File: config.mk
export PLATFORM = sky130hd
export DESIGN_NAME = fifo_flex_flat
export DESIGN_NICKNAME = d
export VERILOG_FILES = /design/src/rtl/fifo_flex_if.sv /design/src/rtl/fifo_flex.sv /design/src/flat_wrapper.sv
export SDC_FILE = /design/constraint.sdc
export NUM_CORES = 1
export LEC_CHECK = 0
export CAP_MARGIN = 0
export CORE_UTILIZATION = 60
export CTS_BUF_LIST = sky130_fd_sc_hd__clkbuf_16
export DETAILED_ROUTE_END_ITERATION = 10
export PLACE_DENSITY = 0.78
export SYNTH_ARGS = -nofsm -noshare
export SYNTH_HDL_FRONTEND = slang
export SYNTH_SLANG_ARGS = --single-unit
File: constraint.sdc
create_clock -name clk_i -period 8.63 [get_ports clk_i]
set_clock_uncertainty 0.15 [all_clocks]
set_input_delay 1.726 -clock clk_i [delete_from_list [all_inputs] [get_ports clk_i]]
set_output_delay 1.726 -clock clk_i [all_outputs]
set_load 0.03 [all_outputs]
File: src/rtl/fifo_flex_if.sv
// fifo_flex_if: handshake bundle between a FIFO producer/consumer (master) and fifo_flex (slave).
//
// Signals
//   flush        master->slave  synchronous clear of contents, pointers and count
//   wr_en, din   master->slave  write request and write data
//   rd_en        master->slave  read request (pop acknowledge in FWFT mode)
//   clr_err      master->slave  synchronous clear of the sticky error flags
//   dout         slave->master  read data
//   full, almost_full, empty, almost_empty, count   slave->master  occupancy status
//   overflow, underflow                             slave->master  sticky error flags
interface fifo_flex_if #(
    parameter int unsigned WIDTH = 8,
    parameter int unsigned DEPTH = 32
) ();
    localparam int unsigned CNT_WIDTH = $clog2(DEPTH + 1);

    logic                 flush;
    logic                 wr_en;
    logic [WIDTH-1:0]     din;
    logic                 rd_en;
    logic                 clr_err;
    logic [WIDTH-1:0]     dout;
    logic                 full;
    logic                 almost_full;
    logic                 empty;
    logic                 almost_empty;
    logic [CNT_WIDTH-1:0] count;
    logic                 overflow;
    logic                 underflow;

    modport master (
        output flush, wr_en, din, rd_en, clr_err,
        input  dout, full, almost_full, empty, almost_empty, count, overflow, underflow
    );

    modport slave (
        input  flush, wr_en, din, rd_en, clr_err,
        output dout, full, almost_full, empty, almost_empty, count, overflow, underflow
    );
endinterface

File: src/rtl/fifo_flex.sv
// fifo_flex: parametrised single-clock FIFO for any DEPTH >= 2 (not only powers of two).
//
// Occupancy is tracked in a dedicated count register; full/empty/almost flags decode from it.
// Sticky overflow/underflow record rejected writes/reads until clr_err or reset.
// flush synchronously empties the FIFO without touching the error flags.
//
// Compile-time option
//   FIFO_FWFT_EN  defined   : first-word fall-through, dout shows the head entry while not empty
//                 undefined : registered output, an accepted read loads dout on its edge
//
// Ports
//   clk_i   clock, all state changes on the rising edge
//   rst_ni  asynchronous active-low reset
//   bus     fifo_flex_if slave modport (data, handshake, status and error flags)
module fifo_flex #(
    parameter int unsigned WIDTH    = 8,
    parameter int unsigned DEPTH    = 32,
    parameter int unsigned AF_LEVEL = DEPTH - 2,
    parameter int unsigned AE_LEVEL = 2
) (
    input  logic        clk_i,
    input  logic        rst_ni,
    fifo_flex_if.slave  bus
);
    localparam int unsigned CNT_WIDTH = $clog2(DEPTH + 1);
    localparam int unsigned PTR_WIDTH = $clog2(DEPTH);

    localparam logic [CNT_WIDTH-1:0] CntFull = CNT_WIDTH'(DEPTH);
    localparam logic [CNT_WIDTH-1:0] CntAf   = CNT_WIDTH'(AF_LEVEL);
    localparam logic [CNT_WIDTH-1:0] CntAe   = CNT_WIDTH'(AE_LEVEL);
    localparam logic [PTR_WIDTH-1:0] PtrLast = PTR_WIDTH'(DEPTH - 1);

    // Explicit wrap at DEPTH-1 so non-power-of-two depths never index past the array.
    function automatic logic [PTR_WIDTH-1:0] ptr_inc(input logic [PTR_WIDTH-1:0] p);
        return (p == PtrLast) ? '0 : p + PTR_WIDTH'(1);
    endfunction

    logic [WIDTH-1:0]     mem_q [DEPTH];
    logic [PTR_WIDTH-1:0] wr_ptr_q, wr_ptr_d;
    logic [PTR_WIDTH-1:0] rd_ptr_q, rd_ptr_d;
    logic [CNT_WIDTH-1:0] count_q, count_d;
    logic                 overflow_q, overflow_d;
    logic                 underflow_q, underflow_d;

    logic full, empty;
    logic wr_acc, rd_acc;

    assign full   = (count_q == CntFull);
    assign empty  = (count_q == '0);
    // Acceptance uses pre-edge state only: a read from a full FIFO does not free a slot
    // for a same-cycle write, and a write to an empty FIFO is not bypassed to the read.
    assign wr_acc = bus.wr_en && !full;
    assign rd_acc = bus.rd_en && !empty;

    always_comb begin
        wr_ptr_d    = wr_ptr_q;
        rd_ptr_d    = rd_ptr_q;
        count_d     = count_q;
        overflow_d  = overflow_q;
        underflow_d = underflow_q;

        if (bus.clr_err) begin
            overflow_d  = 1'b0;
            underflow_d = 1'b0;
        end

        if (bus.flush) begin
            wr_ptr_d = '0;
            rd_ptr_d = '0;
            count_d  = '0;
        end else begin
            if (wr_acc) begin
                wr_ptr_d = ptr_inc(wr_ptr_q);
            end
            if (rd_acc) begin
                rd_ptr_d = ptr_inc(rd_ptr_q);
            end
            case ({wr_acc, rd_acc})
                2'b10:   count_d = count_q + CNT_WIDTH'(1);
                2'b01:   count_d = count_q - CNT_WIDTH'(1);
                default: count_d = count_q;
            endcase
            // Setting wins over a coincident clr_err.
            if (bus.wr_en && full) begin
                overflow_d = 1'b1;
            end
            if (bus.rd_en && empty) begin
                underflow_d = 1'b1;
            end
        end
    end

    always_ff @(posedge clk_i or negedge rst_ni) begin
        if (!rst_ni) begin
            wr_ptr_q    <= '0;
            rd_ptr_q    <= '0;
            count_q     <= '0;
            overflow_q  <= 1'b0;
            underflow_q <= 1'b0;
        end else begin
            wr_ptr_q    <= wr_ptr_d;
            rd_ptr_q    <= rd_ptr_d;
            count_q     <= count_d;
            overflow_q  <= overflow_d;
            underflow_q <= underflow_d;
        end
    end

    // Storage is deliberately not reset; stale entries are unreachable once pointers clear.
    always_ff @(posedge clk_i) begin
        if (!bus.flush && wr_acc) begin
            mem_q[wr_ptr_q] <= bus.din;
        end
    end

`ifdef FIFO_FWFT_EN
    assign bus.dout = mem_q[rd_ptr_q];
`else
    logic [WIDTH-1:0] dout_q, dout_d;

    always_comb begin
        dout_d = dout_q;
        if (bus.flush) begin
            dout_d = '0;
        end else if (rd_acc) begin
            dout_d = mem_q[rd_ptr_q];
        end
    end

    always_ff @(posedge clk_i or negedge rst_ni) begin
        if (!rst_ni) begin
            dout_q <= '0;
        end else begin
            dout_q <= dout_d;
        end
    end

    assign bus.dout = dout_q;
`endif

    assign bus.full         = full;
    assign bus.empty        = empty;
    assign bus.almost_full  = (count_q >= CntAf);
    assign bus.almost_empty = (count_q <= CntAe);
    assign bus.count        = count_q;
    assign bus.overflow     = overflow_q;
    assign bus.underflow    = underflow_q;

    a_count_bound : assert property (@(posedge clk_i) disable iff (!rst_ni)
        count_q <= CntFull)
        else $error("fifo_flex: count exceeded DEPTH");

    a_ptr_bound : assert property (@(posedge clk_i) disable iff (!rst_ni)
        (wr_ptr_q <= PtrLast) && (rd_ptr_q <= PtrLast))
        else $error("fifo_flex: pointer outside 0..DEPTH-1");

endmodule

File: src/flat_wrapper.sv
// flat-port wrapper written by rule: the top's interface ports become plain ports
module fifo_flex_flat 
#(
    parameter int unsigned WIDTH    = 8,
    parameter int unsigned DEPTH    = 32,
    parameter int unsigned AF_LEVEL = DEPTH - 2,
    parameter int unsigned AE_LEVEL = 2
)
  (clk_i, rst_ni, bus_flush, bus_wr_en, bus_din, bus_rd_en, bus_clr_err, bus_dout, bus_full, bus_almost_full, bus_empty, bus_almost_empty, bus_count, bus_overflow, bus_underflow);
  fifo_flex_if #(.WIDTH(WIDTH), .DEPTH(DEPTH)) bus_i ();
  input  logic clk_i;
  input  logic rst_ni;
  input wire logic [$bits(bus_i.flush)-1:0] bus_flush;
  input wire logic [$bits(bus_i.wr_en)-1:0] bus_wr_en;
  input wire logic [$bits(bus_i.din)-1:0] bus_din;
  input wire logic [$bits(bus_i.rd_en)-1:0] bus_rd_en;
  input wire logic [$bits(bus_i.clr_err)-1:0] bus_clr_err;
  output wire logic [$bits(bus_i.dout)-1:0] bus_dout;
  output wire logic [$bits(bus_i.full)-1:0] bus_full;
  output wire logic [$bits(bus_i.almost_full)-1:0] bus_almost_full;
  output wire logic [$bits(bus_i.empty)-1:0] bus_empty;
  output wire logic [$bits(bus_i.almost_empty)-1:0] bus_almost_empty;
  output wire logic [$bits(bus_i.count)-1:0] bus_count;
  output wire logic [$bits(bus_i.overflow)-1:0] bus_overflow;
  output wire logic [$bits(bus_i.underflow)-1:0] bus_underflow;
  assign bus_i.flush = bus_flush;
  assign bus_i.wr_en = bus_wr_en;
  assign bus_i.din = bus_din;
  assign bus_i.rd_en = bus_rd_en;
  assign bus_i.clr_err = bus_clr_err;
  assign bus_dout = bus_i.dout;
  assign bus_full = bus_i.full;
  assign bus_almost_full = bus_i.almost_full;
  assign bus_empty = bus_i.empty;
  assign bus_almost_empty = bus_i.almost_empty;
  assign bus_count = bus_i.count;
  assign bus_overflow = bus_i.overflow;
  assign bus_underflow = bus_i.underflow;
  fifo_flex #(.WIDTH(WIDTH), .DEPTH(DEPTH), .AF_LEVEL(AF_LEVEL), .AE_LEVEL(AE_LEVEL)) u_core (.clk_i(clk_i), .rst_ni(rst_ni), .bus(bus_i));
endmodule
* After elaboration in Yosys (flattened, before gate mapping)
Memories as Yosys holds them, arrays and structs flattened.
Cells that the tools add are included.
** Storage, ports and cells
- Logic and storage cells :: 48
- Memories kept :: 1
- Input port bits :: 14
- Flip-flop bits (word level) :: 26
- Output and inout port bits :: 20
- Bits in writable memories :: 256
** Memory list
- u_core.mem_q :: depth 32, width 8, read ports 1, clocked after Yosys merged registers in 0, write ports 1, RTL line fifo_flex.sv:38 : logic [WIDTH-1:0] mem_q [DEPTH];
** Operators by class
- Reduce and logical (&&, ||, !) cells :: 12
- $add $sub $neg :: 4
- Eq/ne operators :: 5
- $lt $le $gt $ge :: 2
- Mux-type cells :: 18
** Operators by type and width (number)
- $mux W5 :: 6
- $mux W8 :: 2
- $pmux W6 S2 :: 1
- $add A5 B1 Y5 const B :: 2
- $eq A5 B5 Y1 const B :: 2
- $mux W1 :: 8
- $add A6 B1 Y6 const B :: 1
- $eq A6 B6 Y1 const B :: 1
- $ge A6 B5 Y1 const B :: 1
- $le A6 B2 Y1 const B :: 1
- $logic_not A6 Y1 :: 1
- $mux W6 :: 1
- $sub A6 B1 Y6 const B :: 1
- $logic_and A1 B1 Y1 :: 5
- $reduce_bool A2 Y1 :: 2
- $logic_not A1 Y1 :: 3
- $reduce_bool A3 Y1 :: 1
- $eq A2 B1 Y1 const B :: 1
- $eq A2 B2 Y1 const B :: 1

* Longest topological paths before layout
Gate-level depths: netlist of run 1.
- Depth after elaboration :: 6
- Gate-level depth with buffers :: 11
- Gate-level depth less buffers :: 10

* Worst setup path after synthesis of run 1
OpenSTA, ideal clock, no wires.
- Kind :: register to output
- Start point :: register u_core.count_q[2], in the netlist u_core.bus.count[2]
- End point :: output port bus_empty
- Stages on the path, launching flop included :: 4
- Path slack :: 4.820 ns
- Data required time :: 6.754 ns
- Arrival time :: 1.934 ns
- Path buffers :: 1
- Path through :: dfrtp_1 > buf_6 > or4_4 > nor3_1
** Between the ends
- Word-level cells in the longest chain between the ends :: 1
** RTL lines
- start, declared :: RTL line fifo_flex.sv:41 : logic [CNT_WIDTH-1:0] count_q, count_d;
- start signal, assigned :: RTL line fifo_flex.sv:103 : count_q <= count_d;
- $logic_not A6 Y1 :: RTL line fifo_flex.sv:49 : assign empty = (count_q == '0);
- end, declared :: RTL line flat_wrapper.sv:21 : output wire logic [$bits(bus_i.empty)-1:0] bus_empty;
Every way passes these cells.

* Worst setup path in the final report of run 1
Ends and elaborated chain as after synthesis.

==> results.cfg, run 1 <==
[hold_path]
hold_path.class = reg -> reg
min_from = u_core.bus.underflow

[cts]
root_buffer = clkbuf_16
clock_sinks = 282
cts_buffers = 28
clockBufferDepth = 3
clk_pin_slew_worst_paths_ps = 60
cts_max_level = 1
hold_buffers = 0
clk_latency_ps = 530
cts_tree = yes
cts_resized = 0
cts_setup_buffers = 0

[timing]
slew_viol_final = 0
period_share_pct = 52.4
finalHoldViolations = 0
whs_ps = 398
final-setup-viol-count = 0
relSlewSlack_pct = 42.5
max_freq_mhz = 221
tns_ps = 0
rsz0062_at_grt = no
period_minus_slack_ps = 4520
setup_ws_ps = 4110
worst_slew_pin_slew_ps = 862

[placement]
hpwlAfterDp_um = 15300
place_congestion = 0.811
portBuffers = 33
post-place-ws_ps = 4190
dpl.cell_count = 855

[die]
num_rows = 50
initial_core_util_pct = 61.2
die_y_um = 140
fp.dieW_um = 140
die_area_um2 = 19600
core_um2 = 18700
pin_count = 34

[grt]
grt_pass1_vias = 6114
grt_pass1_wl_um = 37900
grt_max_degree = 61
antenna_found_initial = 0
overflow = 0
grtUsageTotal_pct = 26.6

[cells_and_area]
mostFrequentLayoutCells = edfxtp_1 (256), mux4_2 (64), nor2_1 (57)
nets = 675
area_delta_synth_final_pct = 12.1
nFillCells = 1145
final_common_cell = edfxtp_1
diodes = 0
stdcell_count = 907
drive_gt1_share_pct = 18.9

[flow_run]
max_cap_viol_count = 0

[detailed_routing]
vias = 6059
postRouteAntennaNets = 0
drt-vias-per-instance = 6.68
dr.pass1.iters = 5
routedWlPerCell_um = 27.6
drt_iter0_drc = 726
finalWirelength_um = 25000
remaining_drc_errors = 0

[synth]
ys_types = 47
syn_nets = 643
synth_seq_cells = 282
yosys_warnings = 0
syn-cell-area_um2 = 11500
ys.flop_type = edfxtp_1
avgSynthCellArea_um2 = 18.5
ys_seq_area_share_pct = 72.8
syn_inst = 619
synthArstFlopShare_pct = 9.22
synth_edf_count = 256

[worst_setup_path]
endpoint_kind = primary output
r2r_start = u_core.bus.count[2]
path_class = reg -> out
crit_required_ps = 6750
critPathLaunchType = flop
worstSetupStartpoint = u_core.bus.count[2]
reg2reg_slack_ps = 5200
crit_arrival_ps = 2640
critPathMaxFanout = 11

[outcome]
status = finished, final reports clean

[pwr]
peakVddDrop_mv = 0.222
power_leakage_uw = 0.00411
powerDensity_nw_per_um2 = 281
-- area by class of cell --
type	count	area, µm²	share of cell area (%)
repair buffers	38	328	2.55
clock inverters	24	220	1.72
flip-flops and latches	282	8340	65.0
inverters	8	30.0	0.234
multi-input cells	293	2920	22.8
clock buffers	28	701	5.46
well taps	234	293	2.28
-- kinds of logic after synthesis --
family	count (synthesis)	share of synthesized area [%]
DFF	282	72.8
and+or+nand+nor	122	5.00
muxes	90	14.9
AOI/OAI and AO/OA	68	4.12
buffers and inverters	44	1.67
adders and majority gates	10	1.09
xor gates and xnor gates	3	0.393
-- stage by stage --
step           util [%]  instance area (µm²)  total power [µW]
2_1_floorplan         -                11500              2200
3_3_place_gp       63.7                11900              2410
3_5_place_dp       63.7                11900              2440
4_1_cts            68.6                12800              3630
5_1_grt            68.6                12800              3730
6_report           68.6                12800              3610
-- path summary, 6_finish.rpt --
check | cells after the start | endpoint
setup / recovery | 3 | bus_empty
hold / removal | 2 | u_core.bus.underflow
setup reg to reg | 9 | u_core.bus.count[5]
hold reg to reg | 2 | u_core.bus.underflow
max in group asynchronous | 2 | u_core.rd_ptr_q[0]
min in group asynchronous | 2 | u_core.bus.dout[6]
-- power breakdown --
part	switching (µW)	total (µW)	internal (µW)	leakage, µW
Clock	492	1200	709	0.000481
Combinational	438	800	362	0.000978
Sequential	74.7	1610	1530	0.00265
Total	1010	3610	2600	0.00411
-- critical path, stage by stage, from the launching register on --
cell	delay, ps
dfrtp_1	510
or4_4	610
nor3_1	250
clkdlybuf4s50_1	740
-- state kept, by name (all words and copies together), names as in the netlist --
| register | flops |
|---|---|
| u_core.bus.overflow | 1 |
| u_core.bus.underflow | 1 |
| u_core.bus.dout | 8 |
| u_core.bus.count | 6 |
| u_core.wr_ptr_q | 5 |
| u_core.mem_q | 256 |
| u_core.rd_ptr_q | 5 |
-- cell usage after synthesis (2+ instances only) --
master	n	share of area (%)
a21oi_1	21	0.92
mux4_2	64	13
and3_1	2	0.11
dfrtp_1	26	5.7
nand2_1	18	0.59
nor3_1	17	0.74
clkbuf_1	19	0.62
buf_2	11	0.48
mux2i_1	25	2.2
edfxtp_1	256	67
buf_1	3	0.098
a31oi_1	4	0.22
ha_1	10	1.1
a22oi_1	16	1.0
nand3b_1	4	0.26
o21ai_0	7	0.31
or4_1	2	0.13
nor4b_1	3	0.23
and2_1	2	0.11
nor2b_1	2	0.11
a211oi_1	9	0.59
inv_1	8	0.26
nor2_1	57	1.9
nand2b_1	3	0.16
nand3_1	6	0.26
or3_1	2	0.11
a41o_1	2	0.17
-- routing by layer --
metal / up-vias / part of all wire [%] / track usage [%] / wire length (µm)
li1: 2558 / - / - / -
met1: 3075 / 40 / 38.4 / 9990
met2: 374 / 48 / 42.4 / 12100
met3: 52 / 8.9 / 4.34 / 2230
met4: 0 / 2.8 / 8.39 / 694
met5: - / 0 / 0 / 0
No activity file was read; power rests on OpenSTA's default activity.
==> inputs of run 2 (changes only) <==
--- a/config.mk
+++ b/config.mk
@@ -6,10 +6,10 @@
 export NUM_CORES = 1
 export LEC_CHECK = 0
 export CAP_MARGIN = 0
-export CORE_UTILIZATION = 60
+export CORE_UTILIZATION = 55
 export CTS_BUF_LIST = sky130_fd_sc_hd__clkbuf_16
 export DETAILED_ROUTE_END_ITERATION = 10
-export PLACE_DENSITY = 0.78
+export PLACE_DENSITY = 0.75
 export SYNTH_ARGS = -nofsm -noshare
 export SYNTH_HDL_FRONTEND = slang
 export SYNTH_SLANG_ARGS = --single-unit
==> constraint.sdc (replaced) <==
create_clock -name clk_i -period 4 [get_ports clk_i]
set_clock_uncertainty 0.15 [all_clocks]
set_input_delay 0.8 -clock clk_i [delete_from_list [all_inputs] [get_ports clk_i]]
set_output_delay 0.8 -clock clk_i [all_outputs]
set_load 0.03 [all_outputs]
==> run 2 against run 1 <==
Effect of this change:
- clock power up 130%
- wire length is 5.5% lower
- sequential share of layout area fell by 1.5 points
- first-iteration DRC count down 15%
- count of clock-buffer cells in the layout shrank 1
- register-to-register slack worse by 4700 ps
- critical path type is now reg -> reg
- non-clock buffer count grew 23
- core utilization is 3.9 points lower
- hold slack lost 270 ps
- final cell count grew 6.1%
- combinational power is 110% higher
- largest cell class unchanged
==> results.cfg, run 2 (synthesis gave the netlist of run 1 again) <==
[cts]
clockBufferDepth = 3
cts_buffers = 26
cts_resized = 0
cts_tree = yes
clk_pin_slew_worst_paths_ps = 60
clk_latency_ps = 530
cts_max_level = 1
clock_sinks = 282
hold_buffers = 0
cts_setup_buffers = 0
root_buffer = clkbuf_16

[worst_setup_path]
slowest_stage = o31ai_4
crit_arrival_ps = 3740
critPathMaxFanout = 18
path_class = reg -> reg
endpoint_kind = flop
slowest_delay_ps = 630
reg2reg_slack_ps = 490
crit_chain = or4_4 > o31ai_4 > nor2_1 > xor2_1 > ha_1 > nor2_1 > inv_1 > a31oi_1 > o311ai_0 > o211ai_2
worst_path_most_repeated_cell = nor2_1
crit_required_ps = 4230
critPathLaunchType = flop

[cells_and_area]
nets = 696
stdcell_count = 962
diodes = 0
area_delta_synth_final_pct = 14.7
fin_util_pct = 64.7
largest_reg_flops = 256
top_register = u_core.mem_q
mostFrequentLayoutCells = edfxtp_1 (256), mux4_2 (64), nor2_1 (57)
final_common_cell = edfxtp_1
drive_gt1_share_pct = 20.7

[pwr]
switching_power_uw = 2180
power_frac_seq_pct = 44.9
power_leakage_uw = 0.00424
p_clk_share_pct = 34.2
p_int_uw = 5790
swShare_pct = 27.3
powerDensity_nw_per_um2 = 607
peakVddDrop_mv = 0.272
p_comb_share_pct = 20.9

[timing]
slew_viol_final = 0
final-setup-viol-count = 0
rsz0062_at_grt = no
period_share_pct = 87.8
max_freq_mhz = 285
relSlewSlack_pct = 12.4
finalHoldViolations = 0
whs_ps = 131
worst_slew_pin_slew_ps = 1310
tns_ps = 0
period_minus_slack_ps = 3510

[detailed_routing]
remaining_drc_errors = 0
postRouteAntennaNets = 0
vias = 6094
finalWirelength_um = 23600
drt_iter0_drc = 615
routedWlPerCell_um = 24.6
dr.pass1.iters = 5
drt-vias-per-instance = 6.33

[flow_run]
max_cap_viol_count = 0

[grt]
grtUsageTotal_pct = 23.0
grt_pass1_wl_um = 36800
antenna_found_initial = 0
overflow = 0
grt_max_degree = 50
grt_pass1_vias = 6167

[die]
num_rows = 52
core_um2 = 20300
fp.dieW_um = 146
die_y_um = 146
pin_count = 34
die_area_um2 = 21400
initial_core_util_pct = 56.4

[placement]
dpl.cell_count = 914
place_congestion = 0.878
hpwlAfterDp_um = 14400
portBuffers = 33

[outcome]
status = finished, final reports clean

[hold_path]
hold_path.class = in -> async
run 2: cell count changes in the layout (fill, tap and decap cells not counted), moves of 2 or more:
cell	change
buf_2	-7
buf_4	+22
bufinv_16	+3
clkdlybuf4s50_1	+7
clkinv_1	-2
clkinv_2	-3
inv_1	-2
run 2: cell type report:
type,count,area (µm²)
clock buffers,27,676
clock inverters,21,280
fillers,1351,7160
inverters,8,30.0
multi-input cells,293,2920
flip-flops and latches,282,8340
well taps,270,338
repair buffers,61,548
run 2: power groups by stage:
stage	Clock, µW	Combinational [µW]	Sequential, µW
2_1_floorplan	0	1190	3550
3_5_place_dp	0	1660	3650
4_1_cts	2750	1670	3580
5_1_grt	2870	1770	3610
6_report	2730	1660	3580
3_3_place_gp	0	1620	3640
run 2: worst max-delay path, delay by kind of cell (launching register included):
kind	cells	cell delay [ps]
flip-flops	1	480
AO/OA/AOI/OAI	4	1330
adder cells (fa/ha/maj)	1	220
XOR/XNOR	1	210
AND/OR/NAND/NOR	3	900
buffers and inverters	1	90
run 2: per-layer routing:
| metal | vias to the layer above | part of all wire (%) | track usage, % |
|---|---|---|---|
| met5 | - | 0 | 0 |
| met3 | 53 | 7.5 | 3.97 |
| met2 | 320 | 49 | 36.7 |
| li1 | 2596 | - | - |
| met1 | 3125 | 41 | 32.7 |
| met4 | 0 | 2.9 | 7.55 |
run 2: final timing paths:
kind                                startpoint                   to  cells after the start
hold reg to reg            u_core.bus.overflow  u_core.bus.overflow                      2
max in group asynchronous               rst_ni   u_core.rd_ptr_q[0]                      1
setup reg to reg           u_core.bus.count[2]  u_core.bus.count[4]                     10
setup / recovery           u_core.bus.count[2]  u_core.bus.count[4]                     10
min in group clk_i         u_core.bus.overflow  u_core.bus.overflow                      2
hold / removal                          rst_ni   u_core.bus.dout[4]                      1
run 2: through the flow:
| stage | worst slack, ps | power, µW | area [µm²] |
|---|---|---|---|
| global placement | 712 | 5260 | 12200 |
| floorplan | 1080 | 4740 | 11500 |
| finish | 487 | 7970 | 13100 |
| CTS | 513 | 8010 | 13100 |
| global route | 243 | 8260 | 13100 |
| detailed placement | 401 | 5310 | 12200 |
==> inputs of run 3 (changes only) <==
--- a/config.mk
+++ b/config.mk
@@ -9,7 +9,10 @@
 export CORE_UTILIZATION = 55
 export CTS_BUF_LIST = sky130_fd_sc_hd__clkbuf_16
 export DETAILED_ROUTE_END_ITERATION = 10
+export GPL_ROUTABILITY_DRIVEN = 0
 export PLACE_DENSITY = 0.75
+export SKIP_CTS_REPAIR_TIMING = 1
 export SYNTH_ARGS = -nofsm -noshare
 export SYNTH_HDL_FRONTEND = slang
 export SYNTH_SLANG_ARGS = --single-unit
+export TNS_END_PERCENT = 10
==> results of run 3 <==
The final DEF is identical to that of run 2; final timing and power are the same.
